`src/rtl/writeback_stage.sv`:
```
// writeback_stage: decodes the instruction leaving the memory stage and issues
// register-file, immediate, ALU, status and jump strobes one cycle after acceptance.
// Optional load timeout: define WRITEBACK_LOAD_TIMEOUT_EN to enable bus_error.
module writeback_stage #(
   parameter int unsigned DATA_WIDTH   = 32,
   parameter int unsigned SHADOW_SLOTS = 2,
   parameter int unsigned LOAD_TIMEOUT = 15
) (
   input  logic                  clock,
   input  logic                  reset,
   input  logic                  in_valid,
   output logic                  in_ready,
   input  logic [31:0]           inbound_instruction,
   input  logic [DATA_WIDTH-1:0] return_address,
   input  logic [DATA_WIDTH-1:0] data_in,
   input  logic                  data_valid,
   input  logic                  alu_carry,
   input  logic                  alu_zero,
   input  logic                  alu_neg,
   input  logic                  alu_over,
   output logic [3:0]            write_index,
   output logic                  write,
   output logic [DATA_WIDTH-1:0] write_data,
   output logic                  write_immediate,
   output logic [15:0]           write_immediate_data,
   output logic [1:0]            write_immediate_type,
   output logic                  alu_cycle,
   output logic                  status_register_write,
   output logic                  jump,
   output logic                  bus_error
);

   localparam logic [4:0] OPCODE_LOAD   = 5'd1;
   localparam logic [4:0] OPCODE_LOADR  = 5'd2;
   localparam logic [4:0] OPCODE_LOADI  = 5'd3;
   localparam logic [4:0] OPCODE_ALU    = 5'd4;
   localparam logic [4:0] OPCODE_ALUM   = 5'd5;
   localparam logic [4:0] OPCODE_ALUMI  = 5'd6;
   localparam logic [4:0] OPCODE_BRANCH = 5'd7;
   localparam logic [4:0] OPCODE_JUMP   = 5'd8;

   localparam logic [1:0] IT_UNSIGNED = 2'd0;
   localparam logic [1:0] CW_BYTE     = 2'd1;
   localparam logic [1:0] CW_WORD     = 2'd2;

   localparam logic [3:0] COND_EQ = 4'd0,  COND_NE = 4'd1,  COND_CS = 4'd2,  COND_CC = 4'd3;
   localparam logic [3:0] COND_MI = 4'd4,  COND_PL = 4'd5,  COND_VS = 4'd6,  COND_VC = 4'd7;
   localparam logic [3:0] COND_HI = 4'd8,  COND_LS = 4'd9,  COND_GE = 4'd10, COND_LT = 4'd11;
   localparam logic [3:0] COND_GT = 4'd12, COND_LE = 4'd13, COND_AL = 4'd14;

   typedef enum logic [0:0] {StIdle, StWaitData} state_e;

   state_e                state_q, state_d;
   logic [2:0]            shadow_q, shadow_d;
   logic [1:0]            load_cw_q, load_cw_d;
   logic                  load_signed_q, load_signed_d;
   logic [3:0]            write_index_d;
   logic [DATA_WIDTH-1:0] write_data_d;
   logic [15:0]           imm_data_d;
   logic [1:0]            imm_type_d;
   logic                  write_d, write_immediate_d, alu_cycle_d, status_write_d, jump_d;
   logic                  bus_error_d;
   logic                  accept;
   logic                  cond_true;
   logic [4:0]            opcode;
`ifdef WRITEBACK_LOAD_TIMEOUT_EN
   logic [15:0]           timeout_q, timeout_d;
`endif

   // Bits that never reach any output; folded here to keep lint quiet.
   logic unused_bits;
   assign unused_bits = ^{inbound_instruction[19:16], data_in[DATA_WIDTH-1:31]};

   function automatic logic [DATA_WIDTH-1:0] extend(input logic [DATA_WIDTH-1:0] d,
                                                    input logic [1:0] cw, input logic sgn);
      logic [DATA_WIDTH-1:0] r;
      if (cw == CW_BYTE) begin
         r = (sgn && d[7]) ? '1 : '0;
         r[7:0] = d[7:0];
      end else if (cw == CW_WORD) begin
         r = (sgn && d[15]) ? '1 : '0;
         r[15:0] = d[15:0];
      end else begin
         r = (sgn && d[31]) ? '1 : '0;
         r[31:0] = d[31:0];
      end
      return r;
   endfunction

   assign opcode   = inbound_instruction[31:27];
   assign in_ready = (state_q == StIdle);
   assign accept   = in_valid & in_ready;

   // ARM-style condition evaluation; undefined code 15 is false.
   always_comb begin
      cond_true = 1'b0;
      case (inbound_instruction[15:12])
         COND_EQ: cond_true = alu_zero;
         COND_NE: cond_true = ~alu_zero;
         COND_CS: cond_true = alu_carry;
         COND_CC: cond_true = ~alu_carry;
         COND_MI: cond_true = alu_neg;
         COND_PL: cond_true = ~alu_neg;
         COND_VS: cond_true = alu_over;
         COND_VC: cond_true = ~alu_over;
         COND_HI: cond_true = alu_carry & ~alu_zero;
         COND_LS: cond_true = ~alu_carry | alu_zero;
         COND_GE: cond_true = (alu_neg == alu_over);
         COND_LT: cond_true = (alu_neg != alu_over);
         COND_GT: cond_true = ~alu_zero & (alu_neg == alu_over);
         COND_LE: cond_true = alu_zero | (alu_neg != alu_over);
         COND_AL: cond_true = 1'b1;
         default: cond_true = 1'b0;
      endcase
   end

   // Next-state and registered-output decode.
   always_comb begin
      state_d           = state_q;
      shadow_d          = shadow_q;
      load_cw_d         = load_cw_q;
      load_signed_d     = load_signed_q;
      write_index_d     = write_index;
      write_data_d      = write_data;
      imm_data_d        = write_immediate_data;
      imm_type_d        = write_immediate_type;
      write_d           = 1'b0;
      write_immediate_d = 1'b0;
      alu_cycle_d       = 1'b0;
      status_write_d    = 1'b0;
      jump_d            = 1'b0;
      bus_error_d       = 1'b0;
`ifdef WRITEBACK_LOAD_TIMEOUT_EN
      timeout_d         = timeout_q;
`endif
      case (state_q)
         StIdle: begin
            if (accept) begin
               write_index_d = inbound_instruction[23:20];
               if (shadow_q != 3'd0) begin
                  // Squashed shadow slot: no side effects beyond the index.
                  shadow_d = shadow_q - 3'd1;
               end else begin
                  case (opcode)
                     OPCODE_LOADI: begin
                        write_immediate_d = 1'b1;
                        imm_type_d        = inbound_instruction[26:25];
                        imm_data_d        = inbound_instruction[15:0];
                     end
                     OPCODE_LOAD, OPCODE_LOADR: begin
                        load_cw_d     = inbound_instruction[26:25];
                        load_signed_d = inbound_instruction[24];
                        if (data_valid) begin
                           write_d      = 1'b1;
                           write_data_d = extend(data_in, inbound_instruction[26:25],
                                                 inbound_instruction[24]);
                        end else begin
                           state_d = StWaitData;
`ifdef WRITEBACK_LOAD_TIMEOUT_EN
                           timeout_d = '0;
`endif
                        end
                     end
                     OPCODE_ALU, OPCODE_ALUM, OPCODE_ALUMI: begin
                        alu_cycle_d    = 1'b1;
                        status_write_d = 1'b1;
                        write_d        = 1'b1;
                     end
                     OPCODE_BRANCH, OPCODE_JUMP: begin
                        if (cond_true) begin
                           jump_d   = 1'b1;
                           shadow_d = 3'(SHADOW_SLOTS);
                           if (inbound_instruction[24]) begin
                              write_d      = 1'b1;
                              write_data_d = return_address;
                           end
                        end
                     end
                     default: ;
                  endcase
               end
            end
         end
         StWaitData: begin
            if (data_valid) begin
               write_d      = 1'b1;
               write_data_d = extend(data_in, load_cw_q, load_signed_q);
               state_d      = StIdle;
            end
`ifdef WRITEBACK_LOAD_TIMEOUT_EN
            else if (timeout_q == 16'(LOAD_TIMEOUT - 1)) begin
               bus_error_d = 1'b1;
               state_d     = StIdle;
            end else begin
               timeout_d = timeout_q + 16'd1;
            end
`endif
         end
         default: state_d = StIdle;
      endcase
   end

   // State and output registers with synchronous reset.
   always_ff @(posedge clock) begin
      if (reset) begin
         state_q               <= StIdle;
         shadow_q              <= 3'd0;
         load_cw_q             <= 2'd0;
         load_signed_q         <= 1'b0;
         write_index           <= 4'd0;
         write_data            <= '0;
         write_immediate_data  <= 16'd0;
         write_immediate_type  <= IT_UNSIGNED;
         write                 <= 1'b0;
         write_immediate       <= 1'b0;
         alu_cycle             <= 1'b0;
         status_register_write <= 1'b0;
         jump                  <= 1'b0;
         bus_error             <= 1'b0;
`ifdef WRITEBACK_LOAD_TIMEOUT_EN
         timeout_q             <= 16'd0;
`endif
      end else begin
         state_q               <= state_d;
         shadow_q              <= shadow_d;
         load_cw_q             <= load_cw_d;
         load_signed_q         <= load_signed_d;
         write_index           <= write_index_d;
         write_data            <= write_data_d;
         write_immediate_data  <= imm_data_d;
         write_immediate_type  <= imm_type_d;
         write                 <= write_d;
         write_immediate       <= write_immediate_d;
         alu_cycle             <= alu_cycle_d;
         status_register_write <= status_write_d;
         jump                  <= jump_d;
         bus_error             <= bus_error_d;
`ifdef WRITEBACK_LOAD_TIMEOUT_EN
         timeout_q             <= timeout_d;
`endif
      end
   end

endmodule

```
`config.mk`:
```
export PLATFORM = sky130hd
export DESIGN_NAME = writeback_stage
export DESIGN_NICKNAME = d
export VERILOG_FILES = /design/src/rtl/writeback_stage.sv
export SDC_FILE = /design/constraint.sdc
export NUM_CORES = 1
export LEC_CHECK = 0
export ABC_AREA = 1
export BUFFER_PORTS_ARGS = -buffer_cell sky130_fd_sc_hd__buf_2
export CAP_MARGIN = 20
export CORE_ASPECT_RATIO = 0.6
export CORE_UTILIZATION = 52
export CTS_CLUSTER_SIZE = 8
export DETAILED_ROUTE_END_ITERATION = 7
export MAX_ROUTING_LAYER = met4
export PLACE_DENSITY = 0.86
export SLEW_MARGIN = 40
export SYNTH_ARGS = -nofsm -noshare
export SYNTH_HDL_FRONTEND = slang
export SYNTH_SLANG_ARGS = --single-unit
export TNS_END_PERCENT = 20
```
`constraint.sdc`:
```
create_clock -name clock -period 3.9 [get_ports clock]
set_clock_uncertainty 0.1 [all_clocks]
set_input_delay 0.78 -clock clock [delete_from_list [all_inputs] [get_ports clock]]
set_output_delay 0.78 -clock clock [all_outputs]
set_load 0.02 [all_outputs]
```
### Word-level counts from Yosys, hierarchy flattened

Index checks and enable logic that the tools add are counted.

* bits in registers: 65
* bits of input ports: 104
* output and inout bits: 61

* equal/unequal tests: 35
* muxes and demuxes: 35
* reductions and logical operators: 18
* bitwise logic cells: 13
* $add $sub $neg: 1

Operator list (count)
* $mux 32: 14
* $pmux 32 s2: 2
* $eq 4x4->1 const B: 7
* $eq 5x3->1 const B: 4
* $eq 4x3->1 const B: 4
* $pmux 1 s15: 1
* $mux 1: 12
* $reduce_and 4->1: 3
* $eq 5x2->1 const B: 2
* $mux 3: 3
* $ne 3x3->1 const B: 3
* $eq 4x2->1 const B: 2
* $not 1->1: 8
* $reduce_and 7->1: 1
* $eq 5x1->1 const B: 1
* $eq 5x4->1 const B: 1
* $reduce_or 5->1: 1
* $eq 2x1->1 const B: 2
* $eq 2x2->1 const B: 2
* $eq 4x1->1 const B: 1
* $logic_and 1x1->1: 4
* $logic_not 4->1: 1
* $ne 2x2->1 const B: 2
* $pmux 1 s2: 2
* 14 further kinds: 19

### Longest topological paths before layout

* depth after elaboration: 9
* depth in mapped cells: 14
* depth with buffers taken out: 13

### Least setup slack after synthesis

Ideal clock, no wire load.

* kind: input-to-reg
* start: input inbound_instruction[28]
* end: register write_data[25]
* slack: 1.757 ns
* stages: 11
* buffers on the path: 1
* arrival: 1.928 ns
* path through: nor2_1 -> nand4_1 -> nand2_1 -> nor2_1 -> nand2_1 -> nand2_1 -> a21oi_4 -> buf_2 -> nand3_1 -> nand2_1 -> nor2_1

* word-level cells in the longest chain between the ends: 6

Ends and longest elaborated chain
* start, declared: RTL line 13 `input logic [31:0] inbound_instruction,`
* $eq 5x3->1, or another cell as far along: RTL line 144 `case (opcode)`
* $reduce_or 2->1: RTL line 144
* $pmux 32 s2: RTL line 144
* $mux 32: RTL line 140 `if (shadow_q != 3'd0) begin`
* $mux 32: RTL line 138 `if (accept) begin`
* $pmux 32 s2: RTL line 136 `case (state_q)`
* end signal, assigned: RTL line 229 `write_data <= write_data_d;`
* end, declared: RTL line 23 `output logic [DATA_WIDTH-1:0] write_data,`

Parallel ways exist; a longest one is shown, timed or not. The select of a mux whose other input is x is not followed.
A chain may end at the register's enable or synchronous reset.

### Worst setup path after layout

* start: input inbound_instruction[28]
* end: register write_data[20]

The elaborated chain is that of the path after synthesis.

==> summary.md <==
| Metric | Value |
|---|---|
| Cell row count | 23 |
| Cell at the slowest stage of the critical path | inv_2 |
| Initial Util | 55.4% |
| Post-route setup TNS | 0 ps |
| Normalized max-slew margin | 51.0% |
| Router iterations before antenna repair | 6 |
| Top cells by count, synth | nor2_1 (127), nand2_1 (114), a21oi_1 (93) |
| Die outline area | 7690 um^2 |
| Post-Place Worst Slack | 745 ps |
| Total wire length after detailed routing | 11300 um |
| FF-to-FF End | write_data[20] |
| Total number of nets in the final design | 871 |
| Number of distinct library cells after synthesis | 25 |
| Synth area leaders | dfxtp_1 (34%), nor2_1 (13%), a21oi_1 (12%) |
| Max Clock Freq | 352 MHz |
| Remaining routing DRC violations | 0 |
| GR Util All Layers | 30.3% |
| Kind of end point of the critical path | flip-flop |
| Number of enable flip-flop cells after synthesis | 0 |
| Layout overhead on the synthesized area | 27.5% |
| Final setup margin | 1060 ps |
| Hold buffers post-CTS | 0 |
| Proportion of synthesized chip area in sequential cells | 34.1% |
| Later-pin clock latency in the skew report | 330 ps |
| Post-layout min period | 2840 ps |
| Arr. time, crit path | 2960 ps |
| Count of cells along the worst register-to-register path | 6 |
| Max-slew violation count | 0 |
| Clock buffers created by TritonCTS | 9 |
| Number of buffers on the longest clock path | 2 |
| Crit Path Category | in -> reg |
| Initial antenna violation count | 1 |
| Static leakage | 0.00252 uW |
| Period utilisation layout | 72.8% |
| # clock sinks | 65 |
| YS warnings | 0 |
| Synthesized instance count | 629 |
| Crit path largest cell delay | 500 ps |
| Async SR Flop Fraction | 0% |
| Ports placed on the boundary | 165 |
| Portion of synthesized cell area occupied by the leading cell type | 34.1% |
| HPWL Detailed | 8040 um |
| Top-count cell post-synth | nor2_1 |
| Floorplan die height | 68.3 um |
| Remaining antenna violation count | 0 |
| Max-Cap Viols | 0 |
| Largest net degree at the start of global routing | 65 |
| Class of the tightest hold or removal check | reg -> reg |
| Leading area contributor after synthesis | dfxtp_1 |
| CTS Root Buffer Type | clkbuf_16 |
| Count of port buffers added during placement | 159 |
| Max H-tree Level | 3 |
| Share of layout cells above drive strength 1 | 24.7% |
| Launch point of the worst reg-to-reg path | state_q |
| Required time of the critical path | 4020 ps |
| Most used flip-flop cell after synthesis | dfxtp_1 |
| Most used cell, CP | nor2_1 |
| Crit. Startpoint | inbound_instruction[28] |
| Layout fillers | 588 |
| Vias in the first global route | 3838 |
| Unrepaired setup endpoints after global routing | false |
| Average vias per placed instance | 5.36 |
| Post-CTS setup buffers | 0 |
| Power per cell area | 378 nW/um^2 |
| Clock-pin slew on the worst setup and hold paths | 50 ps |
| Final hold violations | 0 |
| Total nets after synthesis | 735 |
| Final RePlAce weighted congestion | 0.939 |
| Worst slack on hold paths | 372 ps |
| Number of violations reported at the end of detailed-routing iteration 0 | 469 |
| Routed wire per std cell | 13.2 um |
| Worst vdd ir | 0.248 mV |
| Largest fanout on the critical path | 64 |
| Vias post-DR | 4598 |
| Transition at the pin with the smallest max-transition slack | 734 ps |
| Number of synthesized register bits | 65 |
| First-pass GRT wire length | 17700 um |
| Die span in x | 113 um |
| Sort of element at the start of the critical path | input pin |
| Post-cts gate resize count | 0 |
| Register-to-register path setup slack | 1220 ps |
| Area of the core | 6880 um^2 |
| CTS tree | yes |
| Final setup violating endpoints | 0 |
| Cells along the critical path | buf_2 > nor2_1 > nand4_1 > nand2_1 > nand2_2 > inv_2 > nand2_4 > a21oi_1 > nor2_1 |
| Outcome | complete, no violations |
| End of the critical path | write_data[20] |
| Mean Syn Cell Area | 6.06 um^2 |
| Overall overflow remaining after global route | 0 |
| Post-synthesis cell area | 3810 um^2 |
## layout by cell type (no fill, tap or decap), drive strengths merged, types with 2 or more instances in the layout
master	count
buf	161
nor2	129
nand2	118
a21oi	94
nand3	66
dfxtp	65
inv	53
o21ai	44
nor3	14
clkbuf	11
nand4	3
clkinv	3
ha	2
clkinvlp	2
## layer usage
layer  GRT usage [%]  up-vias  part of all wire, %
li1                -     2315                    -
met1            36.9     2012                   44
met2            48.1      255                   45
met3            9.12       16                   11
met4            11.7        0                 0.99
met5               -        -                    0
## flip-flops by register name, indices dropped and copies added (netlist names)
name                   cells
jump                       1
write_data                32
load_cw_q                  2
write                      1
write_immediate_type       2
write_immediate            1
status_register_write      1
shadow_q                   3
write_immediate_data      16
write_index                4
state_q                    1
load_signed_q              1
## kinds of logic after synthesis
family	synth area share (%)
adders and majority gates	0.656
DFF	34.1
buffers and inverters	10.2
AOI/OAI and AO/OA	18.7
and+or+nand+nor	36.1
other	0.0984
## stage by stage
stage / power [uW] / instance area [um^2] / util [%] / instances
after global routing: 1930 / 4860 / 70.7 / 858
final: 1840 / 4860 / 70.7 / 858
after floorplan: 930 / 3810 / - / 629
after CTS: 1850 / 4860 / 70.6 / 857
after global placement: 1030 / 4560 / 66.3 / 841
after detailed placement: 1040 / 4560 / 66.3 / 841
## worst max-delay path, delay by kind of cell
kind / cells / cell delay [ps]
and+or+nand+nor: 6 / 1280
AOI/OAI and AO/OA: 1 / 280
buffers and inverters: 2 / 600
## where the power goes
| part | switching [uW] | internal [uW] | total, uW |
|---|---|---|---|
| combinational | 205 | 127 | 332 |
| clock | 292 | 509 | 801 |
| sequential | 13.0 | 691 | 704 |
| total | 510 | 1330 | 1840 |
## area by class of cell
cell class / count / area (um^2) / share of cell area, %
tap: 87 / 109 / 2.24
sequential: 65 / 1300 / 26.8
clock buffer: 11 / 243 / 4.99
clock inverter: 5 / 55.1 / 1.13
timing repair buffer: 161 / 823 / 16.9
inverter: 54 / 203 / 4.17
antenna: 1 / 2.50 / 0.0515
multi-input combinational: 474 / 2120 / 43.7
## worst min path at each step
| stage | start | to | slack, ps | cells after the start |
|---|---|---|---|---|
| after detailed placement | write_data[26] | write_data[26] | 360 | 2 |
| after global routing | shadow_q[2] | shadow_q[2] | 390 | 2 |
| final | write_data[26] | write_data[26] | 370 | 2 |
| after floorplan | shadow_q[0] | shadow_q[0] | 330 | 2 |
| after global placement | shadow_q[0] | shadow_q[0] | 350 | 2 |
| after CTS | write_data[26] | write_data[26] | 380 | 2 |
Power figures use the tool's default switching activity.
